**src/rtl/mem_arbiter2_pkg.sv**
```systemverilog
// Shared widths, grant-state encodings and master selects
// for the two-master SRAM port arbiter.
package mem_arbiter2_pkg;
  localparam int ADDR_W = 30;
  localparam int DATA_W = 32;
  localparam int MASK_W = 4;
  localparam int ID_W   = 2;

  typedef enum logic [1:0] {
    IDLE    = 2'd0,
    GRANT_A = 2'd1,
    GRANT_B = 2'd2
  } grant_e;

  localparam logic MA = 1'b0;
  localparam logic MB = 1'b1;
endpackage

```
**src/rtl/mem_arbiter2_tagfifo.sv**
```systemverilog
// 1-bit master-identity FIFO that tracks outstanding reads
// so in-order responses return to the issuing master.
module mem_arbiter2_tagfifo
  import mem_arbiter2_pkg::*;
#(
  parameter int DEPTH = 4
) (
  input  logic clock,
  input  logic rst_n,
  input  logic i_push,
  input  logic i_din,
  input  logic i_pop,
  output logic o_head,
  output logic o_full,
  output logic o_empty
);
  localparam int PW = $clog2(DEPTH);

  logic [DEPTH-1:0] r_mem;
  logic [PW-1:0]    r_wptr;
  logic [PW-1:0]    r_rptr;
  logic [PW:0]      r_count;
  logic             w_push;
  logic             w_pop;

  assign o_full  = (r_count == (PW+1)'(DEPTH));
  assign o_empty = (r_count == '0);
  assign o_head  = r_mem[r_rptr];
  assign w_push  = i_push & ~o_full;
  assign w_pop   = i_pop & ~o_empty;

  always_ff @(posedge clock or negedge rst_n) begin
    if (!rst_n) begin
      r_mem   <= '0;
      r_wptr  <= '0;
      r_rptr  <= '0;
      r_count <= '0;
    end else begin
      if (w_push) begin
        r_mem[r_wptr] <= i_din;
        r_wptr        <= r_wptr + PW'(1);
      end
      if (w_pop)
        r_rptr <= r_rptr + PW'(1);
      case ({w_push, w_pop})
        2'b10:   r_count <= r_count + (PW+1)'(1);
        2'b01:   r_count <= r_count - (PW+1)'(1);
        default: r_count <= r_count;
      endcase
    end
  end
endmodule

```
**src/rtl/mem_arbiter2.sv**
```systemverilog
// Round-robin arbiter sharing one sram16_ctrl port between two
// masters; read beats are routed back via a tag FIFO.
module mem_arbiter2
  import mem_arbiter2_pkg::*;
#(
  parameter int TAG_DEPTH  = 4,
  parameter int READ_BEATS = 1
) (
  input  logic              clock,
  input  logic              rst_n,
  input  logic              a_mem_read,
  input  logic              a_mem_write,
  input  logic [ID_W-1:0]   a_mem_id,
  input  logic [ADDR_W-1:0] a_mem_address,
  input  logic [DATA_W-1:0] a_mem_writedata,
  input  logic [MASK_W-1:0] a_mem_writedatamask,
  output logic              a_mem_waitrequest,
  output logic [DATA_W-1:0] a_mem_readdata,
  output logic [ID_W-1:0]   a_mem_readdataid,
  input  logic              b_mem_read,
  input  logic              b_mem_write,
  input  logic [ID_W-1:0]   b_mem_id,
  input  logic [ADDR_W-1:0] b_mem_address,
  input  logic [DATA_W-1:0] b_mem_writedata,
  input  logic [MASK_W-1:0] b_mem_writedatamask,
  output logic              b_mem_waitrequest,
  output logic [DATA_W-1:0] b_mem_readdata,
  output logic [ID_W-1:0]   b_mem_readdataid,
  output logic              mem_read,
  output logic              mem_write,
  output logic [ID_W-1:0]   mem_id,
  output logic [ADDR_W-1:0] mem_address,
  output logic [DATA_W-1:0] mem_writedata,
  output logic [MASK_W-1:0] mem_writedatamask,
  input  logic              mem_waitrequest,
  input  logic [DATA_W-1:0] mem_readdata,
  input  logic [ID_W-1:0]   mem_readdataid,
  output logic              protocol_error
);
  localparam int BW = (READ_BEATS > 1) ? $clog2(READ_BEATS) : 1;
  localparam logic [BW-1:0] LAST_BEAT = BW'(READ_BEATS - 1);

  grant_e        r_state;
  grant_e        w_next;
  logic          r_last;
  logic [BW-1:0] r_beat;
  logic          r_perr;

  logic w_req_a, w_req_b;
  logic w_rd_a, w_rd_b;
  logic w_acc, w_push, w_pop, w_gnt;
  logic w_full, w_empty, w_head;
  logic w_beat, w_route;

  // A simultaneous write wins, so a read is only honoured alone
  assign w_req_a = a_mem_read | a_mem_write;
  assign w_req_b = b_mem_read | b_mem_write;
  assign w_rd_a  = a_mem_read & ~a_mem_write;
  assign w_rd_b  = b_mem_read & ~b_mem_write;
  assign w_gnt   = (r_state == GRANT_B) ? MB : MA;
  assign w_push  = w_acc & mem_read;

  always_comb begin
    w_next            = r_state;
    w_acc             = 1'b0;
    mem_read          = 1'b0;
    mem_write         = 1'b0;
    mem_id            = '0;
    mem_address       = '0;
    mem_writedata     = '0;
    mem_writedatamask = '0;
    a_mem_waitrequest = 1'b1;
    b_mem_waitrequest = 1'b1;
    unique case (r_state)
      IDLE: begin
        if (w_req_a && w_req_b)
          w_next = (r_last == MA) ? GRANT_B : GRANT_A;
        else if (w_req_a)
          w_next = GRANT_A;
        else if (w_req_b)
          w_next = GRANT_B;
      end
      GRANT_A: begin
        mem_write         = a_mem_write;
        mem_read          = w_rd_a & ~w_full;
        mem_id            = a_mem_id;
        mem_address       = a_mem_address;
        mem_writedata     = a_mem_writedata;
        mem_writedatamask = a_mem_writedatamask;
        a_mem_waitrequest = mem_waitrequest
                          | (w_rd_a & w_full);
        w_acc  = (mem_read | mem_write) & ~mem_waitrequest;
        if (w_acc || !w_req_a)
          w_next = IDLE;
      end
      GRANT_B: begin
        mem_write         = b_mem_write;
        mem_read          = w_rd_b & ~w_full;
        mem_id            = b_mem_id;
        mem_address       = b_mem_address;
        mem_writedata     = b_mem_writedata;
        mem_writedatamask = b_mem_writedatamask;
        b_mem_waitrequest = mem_waitrequest
                          | (w_rd_b & w_full);
        w_acc  = (mem_read | mem_write) & ~mem_waitrequest;
        if (w_acc || !w_req_b)
          w_next = IDLE;
      end
      default: w_next = IDLE;
    endcase
  end

  always_ff @(posedge clock or negedge rst_n) begin
    if (!rst_n) begin
      r_state <= IDLE;
      r_last  <= MB;
    end else begin
      r_state <= w_next;
      if (w_acc)
        r_last <= w_gnt;
    end
  end

  mem_arbiter2_tagfifo #(
    .DEPTH (TAG_DEPTH)
  ) u_fifo (
    .clock   (clock),
    .rst_n   (rst_n),
    .i_push  (w_push),
    .i_din   (w_gnt),
    .i_pop   (w_pop),
    .o_head  (w_head),
    .o_full  (w_full),
    .o_empty (w_empty)
  );

  // Beats with no outstanding tag are dropped and flagged
  assign w_beat  = (mem_readdataid != '0);
  assign w_route = w_beat & ~w_empty;
  assign w_pop   = w_route & (r_beat == LAST_BEAT);

  assign a_mem_readdata   = mem_readdata;
  assign b_mem_readdata   = mem_readdata;
  assign a_mem_readdataid = (w_route && w_head == MA)
                          ? mem_readdataid : '0;
  assign b_mem_readdataid = (w_route && w_head == MB)
                          ? mem_readdataid : '0;
  assign protocol_error   = r_perr;

  always_ff @(posedge clock or negedge rst_n) begin
    if (!rst_n) begin
      r_beat <= '0;
      r_perr <= 1'b0;
    end else begin
      if (w_route)
        r_beat <= w_pop ? '0 : r_beat + BW'(1);
      if (w_beat && w_empty)
        r_perr <= 1'b1;
    end
  end
endmodule

```
**config.mk**
```make
export PLATFORM = sky130hd
export DESIGN_NAME = mem_arbiter2
export DESIGN_NICKNAME = d
export VERILOG_FILES = /design/src/rtl/mem_arbiter2_pkg.sv /design/src/rtl/mem_arbiter2_tagfifo.sv /design/src/rtl/mem_arbiter2.sv
export SDC_FILE = /design/constraint.sdc
export NUM_CORES = 1
export LEC_CHECK = 0
export CORE_AREA = 2 2 124 126
export CTS_BUF_LIST = sky130_fd_sc_hd__clkbuf_4 sky130_fd_sc_hd__clkbuf_8
export CTS_CLUSTER_DIAMETER = 80
export DETAILED_ROUTE_END_ITERATION = 16
export DIE_AREA = 0 0 126 128
export DONT_BUFFER_PORTS = 1
export PLACE_DENSITY_LB_ADDON = 0.08
export REMOVE_ABC_BUFFERS = 1
export SLEW_MARGIN = 10
export SYNTH_ARGS = -nofsm -noshare
export SYNTH_HDL_FRONTEND = slang
export SYNTH_SLANG_ARGS = --single-unit
export TNS_END_PERCENT = 30
```
**constraint.sdc**
```tcl
create_clock -name clock -period 3.2 [get_ports clock]
set_input_delay 0.48 -clock clock [delete_from_list [all_inputs] [get_ports clock]]
set_output_delay 0.48 -clock clock [all_outputs]
set_load 0.05 [all_outputs]
```
### Yosys cells after proc, flatten, opt, wreduce, memory -nomap -nowiden

Cells that the tools add are included.

* word-level logic and storage cells: 90
* memory bits (writable): 0
* bits in latches: 0
* memories kept: 0
* output and inout bits: 141
* flip-flop bits (word level): 16
* bits in read-only memories: 0
* bits of input ports: 177

* add/sub/neg operators: 5
* bitwise logic cells: 26
* equal/unequal tests: 8
* $mul: 0
* reduce and logical (&&, ||, !) cells: 14
* div/mod/pow operators: 0
* magnitude comparators: 3
* shifts and indexed selects: 0
* mux-type cells: 26

Operators by type and width (count)
* $pmux W32 S2: 1
* $pmux W30 S2: 1
* $mux W2: 8
* $and A1 B1 Y1: 13
* $pmux W4 S2: 1
* $not A1 Y1: 7
* $lt A2 B3 Y1 const B: 2
* $mux W1: 6
* $or A1 B1 Y1: 6
* $pmux W1 S2: 3
* $pmux W2 S3: 1
* $pmux W3 S2: 1
* $logic_and A1 B1 Y1: 5
* $add A2 B1 Y2 const B: 2
* $bwmux W4: 1
* $eq A2 B1 Y1 const B: 2
* $eq A2 B2 Y1 const B: 2
* $ne A4 B4 Y1 const B: 1
* $pmux W2 S2: 1
* $reduce_bool A2 Y1: 2
* $add A3 B1 Y3 const B: 1
* $eq A3 B3 Y1 const B: 1
* $logic_not A3 Y1: 1
* $reduce_and A3 Y1: 1
* 10 further kinds: 12

### Longest topological paths before layout

* depth after elaboration: 10
* depth in mapped cells: 12
* mapped depth without buffers: 11

### By module

A second synthesis with hierarchy kept.

* cell total of the unflattened synthesis: 331
* area, all modules: 2419.8 um^2

By module, submodules not included
* mem_arbiter2: sequential area each 126.4 um^2, times used 1, cells each 277, area each 1814.2 um^2
* mem_arbiter2_tagfifo: sequential area each 275.3 um^2, times used 1, cells each 54, area each 605.6 um^2

### Least setup slack after synthesis

Ideal clock, no wire load.

* kind: reg2out
* start point: register r_state[1]
* end point: output mem_read
* buffers on the path: 1
* arrival: 2.116 ns
* slack: 0.604 ns
* stages on the path, launching flop included: 6
* data required time: 2.720 ns
* path through: dfrtp_1 -> inv_1 -> ha_1 -> inv_2 -> buf_1 -> a211oi_1

* longest elaborated chain between the ends: 2
* elaborated cells on any way between the ends: 3
* those cells by class: eq/ne: 2; mux: 1

RTL lines
* start, declared: RTL line mem_arbiter2.sv:43 `grant_e r_state;`
* start signal, assigned: RTL line mem_arbiter2.sv:118 `r_state <= w_next;`
* $eq A2 B2 Y1 / $eq A2 B1 Y1 (equally long branches): RTL line mem_arbiter2.sv:74 `unique case (r_state)`
* $pmux W1 S2 *: RTL line mem_arbiter2.sv:74
* end, declared: RTL line mem_arbiter2.sv:29 `output logic mem_read,`

Every way passes the cells marked *; elsewhere a longest branch is shown, timed or not.

### Worst setup path after layout

* start point: register r_state[1]
* end point: output mem_writedata[16]

* longest elaborated chain between the ends: 2
* elaborated cells on any way between the ends: 3
* those cells by class: eq/ne: 2; mux: 1

RTL lines
* $eq A2 B2 Y1 / $eq A2 B1 Y1 (equally long branches): RTL line mem_arbiter2.sv:74
* $pmux W32 S2 *: RTL line mem_arbiter2.sv:74
* end, declared: RTL line mem_arbiter2.sv:33 `output logic [DATA_W-1:0] mem_writedata,`

Marks and branches as above.

==> flow_metrics.py <==
metrics = {
    "placement": {
        "dpl-instance-area_mm2": 0.00264,
        "hpwl_um": 14300,
        "gp_congestion": 0.821,
        "dp.cells": 501,
        "numPortBuffers": 0,
    },
    "worst_setup_path": {
        "criticalPathCategory": "flip-flop to output pin",
        "r2r-end": "u_fifo.r_count[2]",
        "rrSetupSlack_ns": 0.69,
        "r2r-start": "r_state[0]",
        "worstSetupEndpointType": "output pin",
        "crit_end": "mem_writedata[16]",
        "arrival_ns": 2.15,
        "r2r_cells": 11,
        "critical_path_required_ns": 2.72,
        "cp-start-kind": "flip-flop",
        "critPathLaunch": "r_state[1]",
        "cp_max_fo": 47,
    },
    "global_routing": {
        "grt_max_degree": 76,
        "antenna_found_initial": 0,
        "grt-ovfl-total": 0,
        "grt_pass1_vias": 2426,
        "grt_use_total_pct": 18.8,
        "busiest_layer": "met2",
        "grt_pass1_wl_um": 20700,
        "grtUsageMet2_pct": 30.9,
        "met3_usage_pct": 14.4,
        "use_met1_pct": 19.7,
    },
    "routing": {
        "wl_per_cell_um": 32.2,
        "ant_nets": 0,
        "finalWirelength_um": 16300,
        "drc_errors": 0,
        "via_count": 2403,
        "first_pass_iters": 4,
        "vias_per_cell": 4.75,
        "drtIter0Drc": 113,
    },
    "timing": {
        "setup_tns_ns": 0,
        "min_period_over_period_pct": 82.2,
        "fin_crit_ns": 2.63,
        "hold_viol_final": 0,
        "rsz0062_at_grt": "false",
        "setup_viol": 0,
        "maxSlewViolCount": 0,
        "timing.fmax_ghz": 0.380,
        "worst_pin_slew_ns": 0.748,
        "finClkSkew_ns": 0.00320,
        "relSlewSlack_pct": 50.0,
    },
    "cells_and_area": {
        "final_cells": 506,
        "antennaDiodeCount": 0,
        "fin_area_mm2": 0.00271,
        "multi_input_area_mm2": 0.00136,
        "nFillCells": 1720,
        "final_layout_size_suffix_gt1_share_pct": 28.9,
        "nets": 505,
        "ff_latch_area_um2": 402,
        "syn2layout_area_growth_pct": 14.5,
        "fin_util_pct": 18.2,
    },
    "cts": {
        "clkTransAtPathRegs_ns": 0.07,
        "cts_max_path_buffers": 2,
        "cts_tree": "yes",
        "h-tree-depth": 1,
        "clock-sinks": 16,
        "cts.repair.resized": 0,
        "clockRootBuffer": "clkbuf_8",
        "numCtsBuffers": 3,
        "clock_latency_ns": 0.25,
    },
    "synth": {
        "yosys_most_used_dff": "dfrtp_1",
        "yosysSeqAreaShare_pct": 17.0,
        "async_flop_share_pct": 100,
        "synthCells": 323,
        "synth_common_cells": "75 x nor2_1, 69 x a22oi_1, 65 x buf_4",
        "synth_top_cell_by_area": "a22oi_1",
        "synth_most_common_cell": "nor2_1",
        "synth-seq-cells": 16,
        "synthesis.area_mm2": 0.00237,
        "yosys_warnings": 0,
        "synth_area_leaders": "a22oi_1 22%, buf_4 21%, dfrtp_1 16%",
        "synth_cell_types": 39,
        "synth_top_area_share_pct": 21.9,
        "synth-edff-count": 0,
        "syn_avg_cell_area_um2": 7.33,
    },
    "power_and_ir_drop": {
        "p_total_mw": 3.42,
        "power_leakage_nw": 1.16,
        "power_density_mw_per_mm2": 1260,
        "peakVddDrop_mv": 0.315,
    },
    "floorplan": {
        "io_pins": 318,
        "rows": 45,
        "die-area_mm2": 0.0161,
        "die_y_um": 128,
        "start_util_pct": 15.9,
        "die_x_um": 126,
        "core_area_mm2": 0.0149,
    },
    "worst_hold_path": {
        "hold_path_class": "input pin to async pin",
    },
    "run_status": {
        "run_status": "finished, final reports clean",
    },
    "run": {
        "maxCapViolations": 0,
    },
}
layout make-up:
type / instances / area share, %
Clock buffer: 4 / 2.03
Tap cell: 188 / 8.68
Timing Repair Buffer: 78 / 22.6
Sequential cell: 16 / 14.8
Multi-Input combinational cell: 207 / 50.0
Inverter: 13 / 1.80
cells in the final DEF, fill, tap and decap left out, drive strengths merged, types with 2 or more instances in the layout:
master and count:
a2111oi 2, a211oi 2, a21oi 3, a22oi 69, and3 2, buf 77
clkbuf 4, dfrtp 15, ha 8, inv 13, mux2 4, nand2 9
nand3b 4, nor2 75, nor2b 2, o21ai 4, or2 2, xnor2 3
xor2 3
power breakdown:
group | total (mW) | switching, mW | internal [mW]
Sequential | 0.364 | 0.0766 | 0.287
Clock | 0.183 | 0.0739 | 0.109
Combinational | 2.88 | 2.08 | 0.803
state kept, by name, indices dropped and copies added (netlist names):
register / flops
r_last: 1
u_fifo.r_wptr: 2
u_fifo.r_rptr: 2
protocol_error: 1
u_fifo.r_mem: 4
r_beat: 1
u_fifo.r_count: 3
r_state: 2
layer usage:
metal  part of all wire (%)  routed length (µm)
met4                   0.55                  89
met5                   0.40                  65
met1                     36                5910
met3                     16                2640
met2                     46                7570
cells by family after synthesis:
| group | Yosys count | share of synthesized area, % |
|---|---|---|
| AO/OA/AOI/OAI | 89 | 28.6 |
| flip-flops | 16 | 17.0 |
| adder cells (fa/ha/maj) | 9 | 5.08 |
| multiplexers | 6 | 3.28 |
| AND/OR/NAND/NOR | 97 | 17.7 |
| buffers and inverters | 100 | 26.2 |
| XOR/XNOR | 6 | 2.22 |
critical path, cell delays in order, from the launching register on:
cell and delay, ns:
dfrtp_1 0.40, inv_1 0.08, ha_2 0.22, buf_4 0.42
a22oi_1 0.14, nor2_1 0.32, buf_4 0.28
stage by stage:
stage / hold WS, ns / worst slack, ns
2_1_floorplan: 0.184 / -0.666
3_3_place_gp: 0.185 / 0.683
3_5_place_dp: 0.185 / 0.663
4_1_cts: 0.0588 / 0.579
5_1_grt: 0.0498 / 0.464
6_report: 0.0685 / 0.569
timing repair:
| item | CTS | global route |
|---|---|---|
| setup endpoints to repair | 0 | 0 |
| hold endpoints to repair | 15 | 0 |
| setup buffers | 0 | 0 |
| hold buffers | 1 | 0 |
worst min-delay path by stage:
stage	startpoint	endpoint	slack (ns)	cells after the start
2_1_floorplan	rst_n	protocol_error	0.18	0
3_3_place_gp	rst_n	protocol_error	0.18	0
3_5_place_dp	rst_n	protocol_error	0.18	0
6_report	rst_n	r_last	0.07	0
4_1_cts	rst_n	r_last	0.06	0
5_1_grt	rst_n	r_last	0.05	0
Power figures use the tool's default switching activity.
